## src/rtl/spi_master_mcs.sv

```systemverilog
// spi_master_mcs: queued multi-chip-select SPI master; SPI_LSB_FIRST_EN adds the lsb_first port.
// Latency: a push into an empty idle block drops cs_n two edges later; CS stays low (2+2*DATA_W)*D cycles.
// Backpressure: none upstream; a push while tx_full is dropped and recorded on sticky tx_ovf.
`timescale 1ns/1ps

// Small generic FIFO: registered pointers, combinational head read, push ignored when full.
module spi_mcs_fifo #(
  parameter int W     = 8,
  parameter int DEPTH = 4
) (
  input  logic         clk,
  input  logic         rst_n,
  input  logic         in_vld,
  input  logic [W-1:0] in_dat,
  input  logic         out_rdy,
  output logic [W-1:0] out_dat,
  output logic         full,
  output logic         empty
);
  localparam int AW = $clog2(DEPTH);

  logic [W-1:0] mem [DEPTH];
  logic [AW:0]  wr_ptr;
  logic [AW:0]  rd_ptr;
  logic         do_push;
  logic         do_pop;

  // Extra pointer bit distinguishes full from empty when the index bits match.
  assign full    = (wr_ptr[AW] != rd_ptr[AW]) && (wr_ptr[AW-1:0] == rd_ptr[AW-1:0]);
  assign empty   = (wr_ptr == rd_ptr);
  assign do_push = in_vld && !full;
  assign do_pop  = out_rdy && !empty;
  assign out_dat = mem[rd_ptr[AW-1:0]];

  // Pointer update; reset empties the queue.
  always_ff @(posedge clk or negedge rst_n) begin
    if (!rst_n) begin
      wr_ptr <= '0;
      rd_ptr <= '0;
    end else begin
      if (do_push) wr_ptr <= wr_ptr + 1'b1;
      if (do_pop)  rd_ptr <= rd_ptr + 1'b1;
    end
  end

  // Storage needs no reset: an entry is only read after it has been written.
  always_ff @(posedge clk) begin
    if (do_push) mem[wr_ptr[AW-1:0]] <= in_dat;
  end
endmodule

// spi_master_mcs: pops queued frames and shifts them out on SCLK to the selected chip-select.
// Latency: pop one edge after tx_empty falls; rx_valid pulses as CS deasserts at frame end.
// Backpressure: frames wait in the FIFO while enable is low; overflowing pushes set tx_ovf.
module spi_master_mcs #(
  parameter int DATA_W     = 8,
  parameter int NUM_CS     = 4,
  parameter int DIV_W      = 6,
  parameter int FIFO_DEPTH = 4,
  parameter int CS_W       = (NUM_CS > 1) ? $clog2(NUM_CS) : 1
) (
  input  logic              Pclk,
  input  logic              Preset,
  input  logic [DIV_W-1:0]  clk_div,
  input  logic [1:0]        mode,
  input  logic              enable,
  input  logic              write_en,
  input  logic [DATA_W-1:0] write_data,
  input  logic [CS_W-1:0]   cs_sel,
`ifdef SPI_LSB_FIRST_EN
  input  logic              lsb_first,
`endif
  input  logic              miso,
  output logic [DATA_W-1:0] read_data,
  output logic              rx_valid,
  output logic [NUM_CS-1:0] cs_n,
  output logic              sclk,
  output logic              mosi,
  output logic              pos_edge,
  output logic              neg_edge,
  output logic              busy,
  output logic              tx_full,
  output logic              tx_empty,
  output logic              tx_ovf
);
  localparam int FW   = CS_W + DATA_W;
  localparam int EC_W = $clog2(2 * DATA_W);

  typedef enum logic [1:0] {
    ST_IDLE,
    ST_SETUP,
    ST_XFER,
    ST_HOLD
  } state_t;

  state_t            state_q;
  state_t            state_d;
  logic              pop;
  logic [FW-1:0]     fifo_dat;
  logic [DATA_W-1:0] fifo_word;
  logic [CS_W-1:0]   fifo_cs;
  logic [NUM_CS-1:0] cs_dec;
  logic [DIV_W-1:0]  div_eff;
  logic [DIV_W-1:0]  div_q;
  logic [DIV_W-1:0]  cnt_q;
  logic [EC_W-1:0]   edge_cnt;
  logic              cpha_q;
  logic              lsb_in;
  logic              lsb_q;
  logic [DATA_W-1:0] tx_sh;
  logic [DATA_W-1:0] rx_sh;
  logic              tick;
  logic              last_edge;
  logic              leading;
  logic              sclk_evt;
  logic              sample_evt;
  logic              shift_evt;
  logic              frame_end;

`ifdef SPI_LSB_FIRST_EN
  assign lsb_in = lsb_first;
`else
  assign lsb_in = 1'b0;
`endif

  // Bit currently at the head of the shift order.
  function automatic logic head_bit(input logic [DATA_W-1:0] v, input logic lsb);
    return lsb ? v[0] : v[DATA_W-1];
  endfunction

  // Advance the transmit register by one bit in the selected order.
  function automatic logic [DATA_W-1:0] shift_out(input logic [DATA_W-1:0] v, input logic lsb);
    return lsb ? {1'b0, v[DATA_W-1:1]} : {v[DATA_W-2:0], 1'b0};
  endfunction

  spi_mcs_fifo #(
    .W     (FW),
    .DEPTH (FIFO_DEPTH)
  ) u_fifo (
    .clk     (Pclk),
    .rst_n   (Preset),
    .in_vld  (write_en),
    .in_dat  ({cs_sel, write_data}),
    .out_rdy (pop),
    .out_dat (fifo_dat),
    .full    (tx_full),
    .empty   (tx_empty)
  );

  assign fifo_word = fifo_dat[DATA_W-1:0];
  assign fifo_cs   = fifo_dat[FW-1:DATA_W];

  // One-hot select of the head entry; an out-of-range index selects nothing.
  always_comb begin
    cs_dec = '0;
    for (int i = 0; i < NUM_CS; i++) begin
      cs_dec[i] = (fifo_cs == CS_W'(i));
    end
  end

  assign div_eff    = (clk_div == '0) ? DIV_W'(1) : clk_div;
  assign tick       = (cnt_q == '0);
  assign last_edge  = (edge_cnt == EC_W'(2 * DATA_W - 1));
  assign leading    = ~edge_cnt[0];
  assign sclk_evt   = (state_q == ST_XFER) && tick;
  assign sample_evt = sclk_evt && (cpha_q ? !leading : leading);
  assign shift_evt  = sclk_evt && (cpha_q ? leading : !leading);
  assign frame_end  = (state_q == ST_HOLD) && tick;
  assign busy       = (state_q != ST_IDLE);

  // State register.
  always_ff @(posedge Pclk or negedge Preset) begin
    if (!Preset) state_q <= ST_IDLE;
    else         state_q <= state_d;
  end

  // Next state and FIFO pop: one frame per pass through IDLE.
  always_comb begin
    state_d = state_q;
    pop     = 1'b0;
    case (state_q)
      ST_IDLE: begin
        if (enable && !tx_empty) begin
          pop     = 1'b1;
          state_d = ST_SETUP;
        end
      end
      ST_SETUP: if (tick) state_d = ST_XFER;
      ST_XFER:  if (tick && last_edge) state_d = ST_HOLD;
      ST_HOLD:  if (tick) state_d = ST_IDLE;
      default:  state_d = ST_IDLE;
    endcase
  end

  // Per-frame settings are frozen at pop so mid-frame input changes are ignored.
  always_ff @(posedge Pclk or negedge Preset) begin
    if (!Preset) begin
      cpha_q <= 1'b0;
      lsb_q  <= 1'b0;
      div_q  <= DIV_W'(1);
    end else if (pop) begin
      cpha_q <= mode[0];
      lsb_q  <= lsb_in;
      div_q  <= div_eff;
    end
  end

  // Half-period timer and SCLK edge counter; tick marks the end of each D-cycle slot.
  always_ff @(posedge Pclk or negedge Preset) begin
    if (!Preset) begin
      cnt_q    <= '0;
      edge_cnt <= '0;
    end else if (pop) begin
      cnt_q    <= div_eff - DIV_W'(1);
      edge_cnt <= '0;
    end else if (busy) begin
      cnt_q <= tick ? (div_q - DIV_W'(1)) : (cnt_q - DIV_W'(1));
      if (sclk_evt) edge_cnt <= edge_cnt + 1'b1;
    end
  end

  // SCLK follows CPOL while idle and toggles once per slot in XFER; edge strobes align with the toggle.
  always_ff @(posedge Pclk or negedge Preset) begin
    if (!Preset) begin
      sclk     <= 1'b0;
      pos_edge <= 1'b0;
      neg_edge <= 1'b0;
    end else begin
      pos_edge <= 1'b0;
      neg_edge <= 1'b0;
      if (state_q == ST_IDLE) begin
        sclk <= mode[1];
      end else if (sclk_evt) begin
        sclk     <= ~sclk;
        pos_edge <= ~sclk;
        neg_edge <= sclk;
      end
    end
  end

  // Transmit path: CPHA=0 presents the first bit at pop, CPHA=1 presents each bit on its leading edge.
  always_ff @(posedge Pclk or negedge Preset) begin
    if (!Preset) begin
      tx_sh <= '0;
      mosi  <= 1'b0;
    end else if (pop) begin
      tx_sh <= fifo_word;
      mosi  <= mode[0] ? 1'b0 : head_bit(fifo_word, lsb_in);
    end else if (shift_evt) begin
      tx_sh <= shift_out(tx_sh, lsb_q);
      mosi  <= cpha_q ? head_bit(tx_sh, lsb_q) : head_bit(shift_out(tx_sh, lsb_q), lsb_q);
    end else if (frame_end) begin
      mosi  <= 1'b0;
    end
  end

  // Receive path: the shift direction matches the transmit order so read_data is not reversed.
  always_ff @(posedge Pclk or negedge Preset) begin
    if (!Preset) begin
      rx_sh <= '0;
    end else if (pop) begin
      rx_sh <= '0;
    end else if (sample_evt) begin
      rx_sh <= lsb_q ? {miso, rx_sh[DATA_W-1:1]} : {rx_sh[DATA_W-2:0], miso};
    end
  end

  // Chip-select, result register and rx_valid; CS release and rx_valid share the HOLD exit edge.
  always_ff @(posedge Pclk or negedge Preset) begin
    if (!Preset) begin
      cs_n      <= '1;
      read_data <= '0;
      rx_valid  <= 1'b0;
    end else begin
      rx_valid <= 1'b0;
      if (pop) begin
        cs_n <= ~cs_dec;
      end else if (frame_end) begin
        cs_n      <= '1;
        read_data <= rx_sh;
        rx_valid  <= 1'b1;
      end
    end
  end

  // Sticky drop flag: a push while full is lost even if a pop frees a slot that cycle.
  always_ff @(posedge Pclk or negedge Preset) begin
    if (!Preset)                   tx_ovf <= 1'b0;
    else if (write_en && tx_full)  tx_ovf <= 1'b1;
  end
endmodule
```

## config.mk

```make
export PLATFORM = sky130hd
export DESIGN_NAME = spi_master_mcs
export DESIGN_NICKNAME = d
export VERILOG_FILES = /design/src/rtl/spi_master_mcs.sv
export SDC_FILE = /design/constraint.sdc
export NUM_CORES = 1
export LEC_CHECK = 0
export BUFFER_PORTS_ARGS = -buffer_cell sky130_fd_sc_hd__buf_2
export CELL_PAD_IN_SITES_DETAIL_PLACEMENT = 0
export CELL_PAD_IN_SITES_GLOBAL_PLACEMENT = 2
export CORE_MARGIN = 10
export CORE_UTILIZATION = 44
export DETAILED_ROUTE_END_ITERATION = 8
export PLACE_DENSITY = 0.88
export SYNTH_ARGS = -nofsm -noshare
export SYNTH_HDL_FRONTEND = slang
export SYNTH_HIERARCHICAL = 1
export SYNTH_SLANG_ARGS = --single-unit
```

## constraint.sdc

```tcl
create_clock -name Pclk -period 4.1 [get_ports Pclk]
set_clock_uncertainty 0.05 [all_clocks]
set_input_delay 0.205 -clock Pclk [delete_from_list [all_inputs] [get_ports Pclk]]
set_output_delay 0.205 -clock Pclk [all_outputs]
set_load 0.01 [all_outputs]
```

==> run_results.csv, run 1 <==
group,metric,value,unit
run_status,status,"complete, no violations",
yosys,synth-main-ff-cell,"dfrtp_1",
flow_run,drv_cap,0,
power,vdd_drop_max,303,uV
global_routing,grt-ovfl-total,0,
setup_path,cp_common_cell,"inv_1",
finish,fin_cells,548,
clock_network,postCtsSetupBuffers,0,
yosys,synth_seq_cells,99,
setup_path,required,4.34,ns
finish,fillers,879,
timing,slew_viol_final,0,
power,seqPwrFrac,0.568,
timing,hold_viol,0,
timing,slew_headroom,0.452,
min_path,hp-class,"primary input to register",
floorplan,initial_utilization,0.456,
yosys,ys_warn_count,6,
yosys,syn_avg_cell_area,12.8,um^2
setup_path,slowest_delay,0.52,ns
global_routing,grt_pass1_vias,2977,
yosys,synth_cell_types,52,
power,p_sw,586,uW
timing,max_freq,314,MHz
clock_network,insertion_delay,0.37,ns
power,power_density,398,nW/um^2
yosys,synth-edff-count,40,
power,swShare,0.284,
global_routing,grtUsageTotal,0.128,
finish,n_antenna_cell,0,
timing,setup_viol,0,
floorplan,ioPinCount,44,
yosys,syn-cell-area,4480,um^2
clock_network,cts_root_buf,"clkbuf_8",
setup_path,path_max_fanout,14,
finish,synthToLayoutAreaGrowth,15.6,%
finish,final_util,0.527,
power,pwr-share-comb,0.136,
routing,via_per_inst,5.21,
setup_path,start_kind,"register",
yosys,async_flop_share,0.596,
setup_path,path_cells,"buf_4 > xor2_2 > nor3_1 > nand3b_1 > inv_1 > a311oi_1 > nor2_1 > inv_1 > ha_1 > inv_1 > or4_1 > o211ai_1",
floorplan,rows,36,
routing,num_vias,2855,
timing,rsz0062_at_grt,"false",
place,gp_congestion,0.853,
power,leakagePower,0.00220,uW
global_routing,antenna_found_initial,0,
floorplan,die_area,14600,um^2
clock_network,h-tree-depth,3,
clock_network,cts_tree,"yes",
yosys,ys_seq_area_frac,0.600,
clock_network,clock_path_buffers,2,
setup_path,endpoint_kind,"register",
finish,drive_above_1_share,0.236,
power,totalPowerFinal,2060,uW
power,power_frac_clock,0.296,
routing,wl_per_cell,15.9,um
finish,multi_input_area,1680,um^2
clock_network,clkTransAtPathRegs,0.10,ns
floorplan,fp.dieH,121,um
finish,seqCellArea,2680,um^2
routing,wl,8720,um
yosys,syn_inst,349,
setup_path,cp_top_family,"simple AND/OR/NAND/NOR gates",
place,dp_cells,518,
place,hpwl,6160,um
routing,drtPass1Iterations,4,
clock_network,cts_sinks,99,
timing,fin_setup_tns,0,ns
timing,worst_pin_slew,0.819,ns
routing,drc,0,
setup_path,cp.arrival,3.42,ns
routing,antenna_left,0,
finish,fin_nets,445,
routing,drt-initial-drc-count,130,
floorplan,dieWidth,121,um
setup_path,cpMaxStageDelayCell,"or4_1",
yosys,syn-num-nets,384,
clock_network,cts_buffers,9,
power,p_int,1470,uW
global_routing,grt_max_degree,60,
timing,period_needed,3.19,ns
timing,period_share,0.777,
setup_path,path_buf_inv,4,
global_routing,grt_pass1_wl,15000,um
place,numPortBuffers,43,
setup_path,path_class,"register to register",
floorplan,core_area,9820,um^2
[power groups by stage]
stage / Sequential, uW / Combinational, uW / Clock (uW)
5_1_grt: 1180 / 315 / 683
2_1_floorplan: 1180 / 179 / 0
3_3_place_gp: 1190 / 276 / 0
6_report: 1170 / 280 / 610
4_1_cts: 1170 / 286 / 637
3_5_place_dp: 1190 / 274 / 0
[worst paths after layout]
path	start	to	slack, ns	depth (start not counted)
worst max-delay path	u_fifo/rd_ptr[0]$_DFFE_PN0P_	cnt_q[4]$_DFFE_PN0P_	0.91	12
worst min-delay path	clk_div[2]	div_q[2]$_DFFE_PN0P_	0.03	3
worst max register to register	u_fifo/rd_ptr[0]$_DFFE_PN0P_	cnt_q[4]$_DFFE_PN0P_	0.91	12
worst min register to register	tx_ovf$_DFFE_PN0P_	tx_ovf$_DFFE_PN0P_	0.42	1
max in group asynchronous	Preset	u_fifo/rd_ptr[1]$_DFFE_PN0P_	3.04	3
min in group asynchronous	Preset	rx_valid$_DFF_PN0_	0.47	3
[synth_stat cells (all sizes together), types with 3 or more instances]
master / instances / area (um^2)
ha: 12 / 150
buf: 5 / 32.5
a211oi: 3 / 22.5
dfrtp: 54 / 1350
clkbuf: 7 / 26.3
xnor2: 6 / 52.6
nand2: 42 / 158
mux2i: 17 / 170
a31oi: 4 / 31.3
or4: 3 / 30.0
o21ai: 15 / 75.1
a21oi: 9 / 45.0
mux4: 10 / 225
xor2: 7 / 76.3
nor2: 29 / 116
nor3: 4 / 20.0
mux2: 9 / 101
o31ai: 6 / 50.1
nand2b: 3 / 18.8
nand4: 4 / 25.0
dfstp: 5 / 131
edfxtp: 40 / 1200
and3: 3 / 18.8
nand3: 10 / 50.1
inv: 15 / 56.3
[worst min-delay path: cells and delay by family]
| family | cells | cell delay (ns) |
|---|---|---|
| buffers and inverters | 1 | 0.11 |
| and+or+nand+nor | 2 | 0.10 |
[sequential cells by signal, indices dropped and copies added, names as in the netlist]
name and flops:
mosi 1, cpha_q 1, rx_sh 8, tx_ovf 1, edge_cnt 4, cnt_q 6, rx_valid 1, u_fifo/mem 40
neg_edge 1, u_fifo/wr_ptr 3, pos_edge 1, sclk 1, cs_n 4, u_fifo/rd_ptr 3, state_q 2, div_q 6
read_data 8, tx_sh 8
[layer usage]
layer,vias up,global-route usage,share of wire
met5,-,0,0
met4,0,0.0475,0.015
met3,12,0.0386,0.038
met2,49,0.204,0.49
met1,1406,0.162,0.46
li1,1388,-,-
[cell usage in the layout, fill, tap and decap left out, drive strengths merged, types with 3 or more instances in the layout]
cell type and n:
a211oi 3, a21oi 9, a31oi 4, and3 3
buf 48, clkbuf 9, clkinv 3, dfrtp 54
dfstp 5, dlygate4sd3 14, edfxtp 40, ha 12
inv 18, mux2 9, mux2i 17, mux4 10
nand2 42, nand2b 3, nand3 10, nand4 4
nor2 29, nor3 4, o21ai 15, o31ai 6
or4 3, xnor2 6, xor2 7
[final cells by class]
cell class / count / share of cell area
clock buffer: 9 / 0.0239
tap: 133 / 0.0322
inverter: 15 / 0.0109
timing repair buffer: 62 / 0.0759
clock inverter: 7 / 0.0145
sequential: 99 / 0.519
multi-input combinational: 223 / 0.324
[logic make-up (layout without fill, tap and decap cells)]
family	Yosys count	count (layout)	share of synthesized area
adder cells (fa/ha/maj)	12	12	0.0335
multiplexers	36	36	0.111
AO/OA/AOI/OAI	53	53	0.0811
AND/OR/NAND/NOR	109	109	0.120
buffers and inverters	27	93	0.0257
flip-flops	99	99	0.600
XOR/XNOR	13	13	0.0288
[timing repair]
action                                 in CTS  in global routing
endpoints found under the hold margin      97                  0
resized for setup                           0                  0
hold buffers                               14                  0
[through the flow]
step	worst slack (ns)	hold WS, ns	cell area (um^2)
finish	0.913	0.0264	5170
global route	0.623	0.0281	5170
CTS	0.862	0.0106	5170
detailed placement	0.891	0.360	4840
global placement	1.09	0.363	4840
floorplan	1.32	-0.141	4480
Note: power is estimated with default switching activity, not from simulation.
==> inputs of run 2 (changes only) <==
Settings changed: ABC_AREA from default to 1, CORE_UTILIZATION 44 to 37, PLACE_DENSITY 0.88 to 0.81.
Clock period 4.1 ns to 3 ns, I/O delays scaled along.
==> run 2 against run 1 <==
Global-route usage fell by 0.91 points. Via count is 12% higher. Area after synthesis is 1.2% lower. Combinational power rose by 35%. Fmax is 24% higher. Count of clock-buffer cells in the layout increased by 4. Power rose by 50%. First-iteration DRC count grew 65%. Core utilization shrank 7.4 points. Synthesized cell count is 29% higher. Register-to-register slack got worse by 0.49 ns. Clock power grew 84%. Critical endpoint is now cnt_q[2]$_DFFE_PN0P_.
==> run_results.csv, run 2 <==
group,metric,value,unit
run_status,status,"complete, no violations",
floorplan,fp.dieH,129,um
yosys,ys_seq_area_frac,0.607,
setup_path,path_max_fanout,17,
yosys,synth_commonest_cells,"nand2_1, dfrtp_1, inv_1",
routing,drc,0,
timing,fin_hold_ws,0.0138,ns
yosys,post-synth-top-count-cell,"nand2_1",
routing,antenna_left,0,
clock_network,postCtsSetupBuffers,0,
timing,rsz0062_at_grt,"false",
yosys,syn-num-nets,484,
setup_path,regToRegSetupSlack,0.42,ns
timing,setup_viol,0,
setup_path,required,3.21,ns
finish,final_util,0.453,
yosys,synth-main-ff-cell,"dfrtp_1",
place,dp_cells,632,
timing,fin_setup_tns,0,ns
finish,final_area,5240,um^2
min_path,min_path_cells,3,
clock_network,cts_tree,"yes",
yosys,synth_seq_cells,99,
finish,fin_cells,660,
min_path,hold_start,"clk_div[5]",
global_routing,grt_pass1_vias,3152,
place,dpl_cell_area,4820,um^2
clock_network,cts_root_buf,"clkbuf_16",
timing,period_share,0.859,
yosys,async_flop_share,0.596,
yosys,ys_warn_count,6,
min_path,hp-class,"primary input to register",
setup_path,start_kind,"register",
floorplan,core_area,11600,um^2
yosys,yosysTopAreaCell,"dfrtp_1",
setup_path,cp.arrival,2.79,ns
yosys,netlist.area_leader.share,0.306,
finish,final_cell_mix,"nand2_1, dfrtp_1, inv_1, nor2_1",
flow_run,drv_cap,0,
yosys,synth-edff-count,40,
timing,slew_headroom,0.541,
setup_path,endpoint_kind,"register",
place,gp_congestion,0.752,
setup_path,reg2reg_depth,11,
setup_path,r2r-end,"cnt_q[2]$_DFFE_PN0P_",
global_routing,antenna_found_initial,0,
min_path,hold_end,"div_q[5]$_DFFE_PN0P_",
floorplan,ioPinCount,44,
place,numPortBuffers,43,
routing,via_per_inst,4.85,
clock_network,cts_sinks,99,
finish,mostFrequentLayoutCell,"nand2_1",
finish,fillers,1086,
timing,worst_pin_slew,0.689,ns
clock_network,h-tree-depth,3,
timing,period_needed,2.58,ns
yosys,syn-cell-area,4420,um^2
routing,drt-initial-drc-count,214,
floorplan,rows,39,
clock_network,post_cts_resized,0,
yosys,synth_cell_types,37,
yosys,synthTopCellsByArea,"dfrtp_1, edfxtp_1, nand2_1",
finish,multi_input_area,1490,um^2
floorplan,dieWidth,129,um
finish,synthToLayoutAreaGrowth,18.6,%
floorplan,die_area,16700,um^2
setup_path,path_class,"register to register",
global_routing,grt-ovfl-total,0,
finish,n_antenna_cell,0,
global_routing,grt_max_degree,31,
timing,max_freq,388,MHz
timing,hold_viol,0,
timing,slew_viol_final,0,
routing,wl,9570,um
place,hpwl,6770,um
finish,fin_nets,548,
power,vdd_drop_max,397,uV
yosys,syn_inst,449,
yosys,syn_avg_cell_area,9.85,um^2
clock_network,cts_buffers,9,
routing,wl_per_cell,14.5,um
clock_network,clock_path_buffers,2,
power,leakagePower,0.00241,uW
routing,num_vias,3204,
routing,drtPass1Iterations,4,
finish,drive_above_1_share,0.172,
clock_network,insertion_delay,0.34,ns
clock_network,clkTransAtPathRegs,0.06,ns
global_routing,grt_pass1_wl,15700,um
global_routing,grtUsageTotal,0.119,
clock_network,holdBufCountCts,13,
finish,seqCellArea,2680,um^2
floorplan,initial_utilization,0.382,
finish,largest_reg_flops,40,
power,power_density,591,nW/um^2
setup_path,r2r_start,"u_fifo/wr_ptr[0]$_DFFE_PN0P_",
[run 2: how the worst max path moves through the flow]
stage,from,cells past startpoint,to
after floorplan,u_fifo/wr_ptr[0]$_DFFE_PN0P_,11,cnt_q[2]$_DFFE_PN0P_
final,u_fifo/wr_ptr[0]$_DFFE_PN0P_,11,cnt_q[2]$_DFFE_PN0P_
after global routing,u_fifo/wr_ptr[0]$_DFFE_PN0P_,11,cnt_q[2]$_DFFE_PN0P_
after CTS,u_fifo/wr_ptr[0]$_DFFE_PN0P_,11,cnt_q[2]$_DFFE_PN0P_
after detailed placement,u_fifo/wr_ptr[0]$_DFFE_PN0P_,11,cnt_q[2]$_DFFE_PN0P_
after global placement,u_fifo/wr_ptr[0]$_DFFE_PN0P_,11,cnt_q[2]$_DFFE_PN0P_
[run 2: cells by family (layout without fill, tap and decap cells)]
family / count (synthesis) / count (layout) / share of synthesized area
AOI/OAI and AO/OA: 83 / 83 / 0.106
xor gates and xnor gates: 4 / 4 / 0.00792
adders and majority gates: 12 / 12 / 0.0340
buffers and inverters: 62 / 130 / 0.0552
DFF: 99 / 99 / 0.607
and+or+nand+nor: 189 / 189 / 0.190
[run 2: per-layer routing]
layer	part of all wire	GRT usage	vias up
li1	-	-	1643
met1	0.49	0.155	1489
met2	0.44	0.186	59
met3	0.049	0.0302	13
met4	0.018	0.0502	0
met5	0	0	-
[run 2: layout make-up]
type | count | share of cell area
clock inverters | 2 | 0.00334
well taps | 143 | 0.0341
multi-input cells | 288 | 0.285
clock buffers | 13 | 0.0518
inverters | 51 | 0.0365
flip-flops and latches | 99 | 0.512
repair buffers | 64 | 0.0773
[run 2: power by group]
part	leakage [uW]	internal (uW)	switching [uW]
Sequential	0.00104	1550	45.8
Combinational	0.00122	125	253
Clock	0.000142	638	482
Total	0.00241	2320	781
[run 2: per-stage QoR]
stage          worst slack [ns]  power [uW]
5_1_grt                   0.125        3250
3_3_place_gp              0.486        2000
4_1_cts                   0.426        3140
2_1_floorplan             0.648        1840
3_5_place_dp              0.445        2000
6_report                  0.422        3100
[run 2: worst max-delay path: stages, from the launching register on]
cell and delay [ns]:
dfrtp_1 0.43, xnor2_1 0.24, nand3_1 0.19, inv_1 0.11, inv_1 0.13, nand3_4 0.21
nand2_1 0.10, o21ai_0 0.32, nor2_4 0.08, ha_1 0.23, or2_2 0.29, a31oi_1 0.12
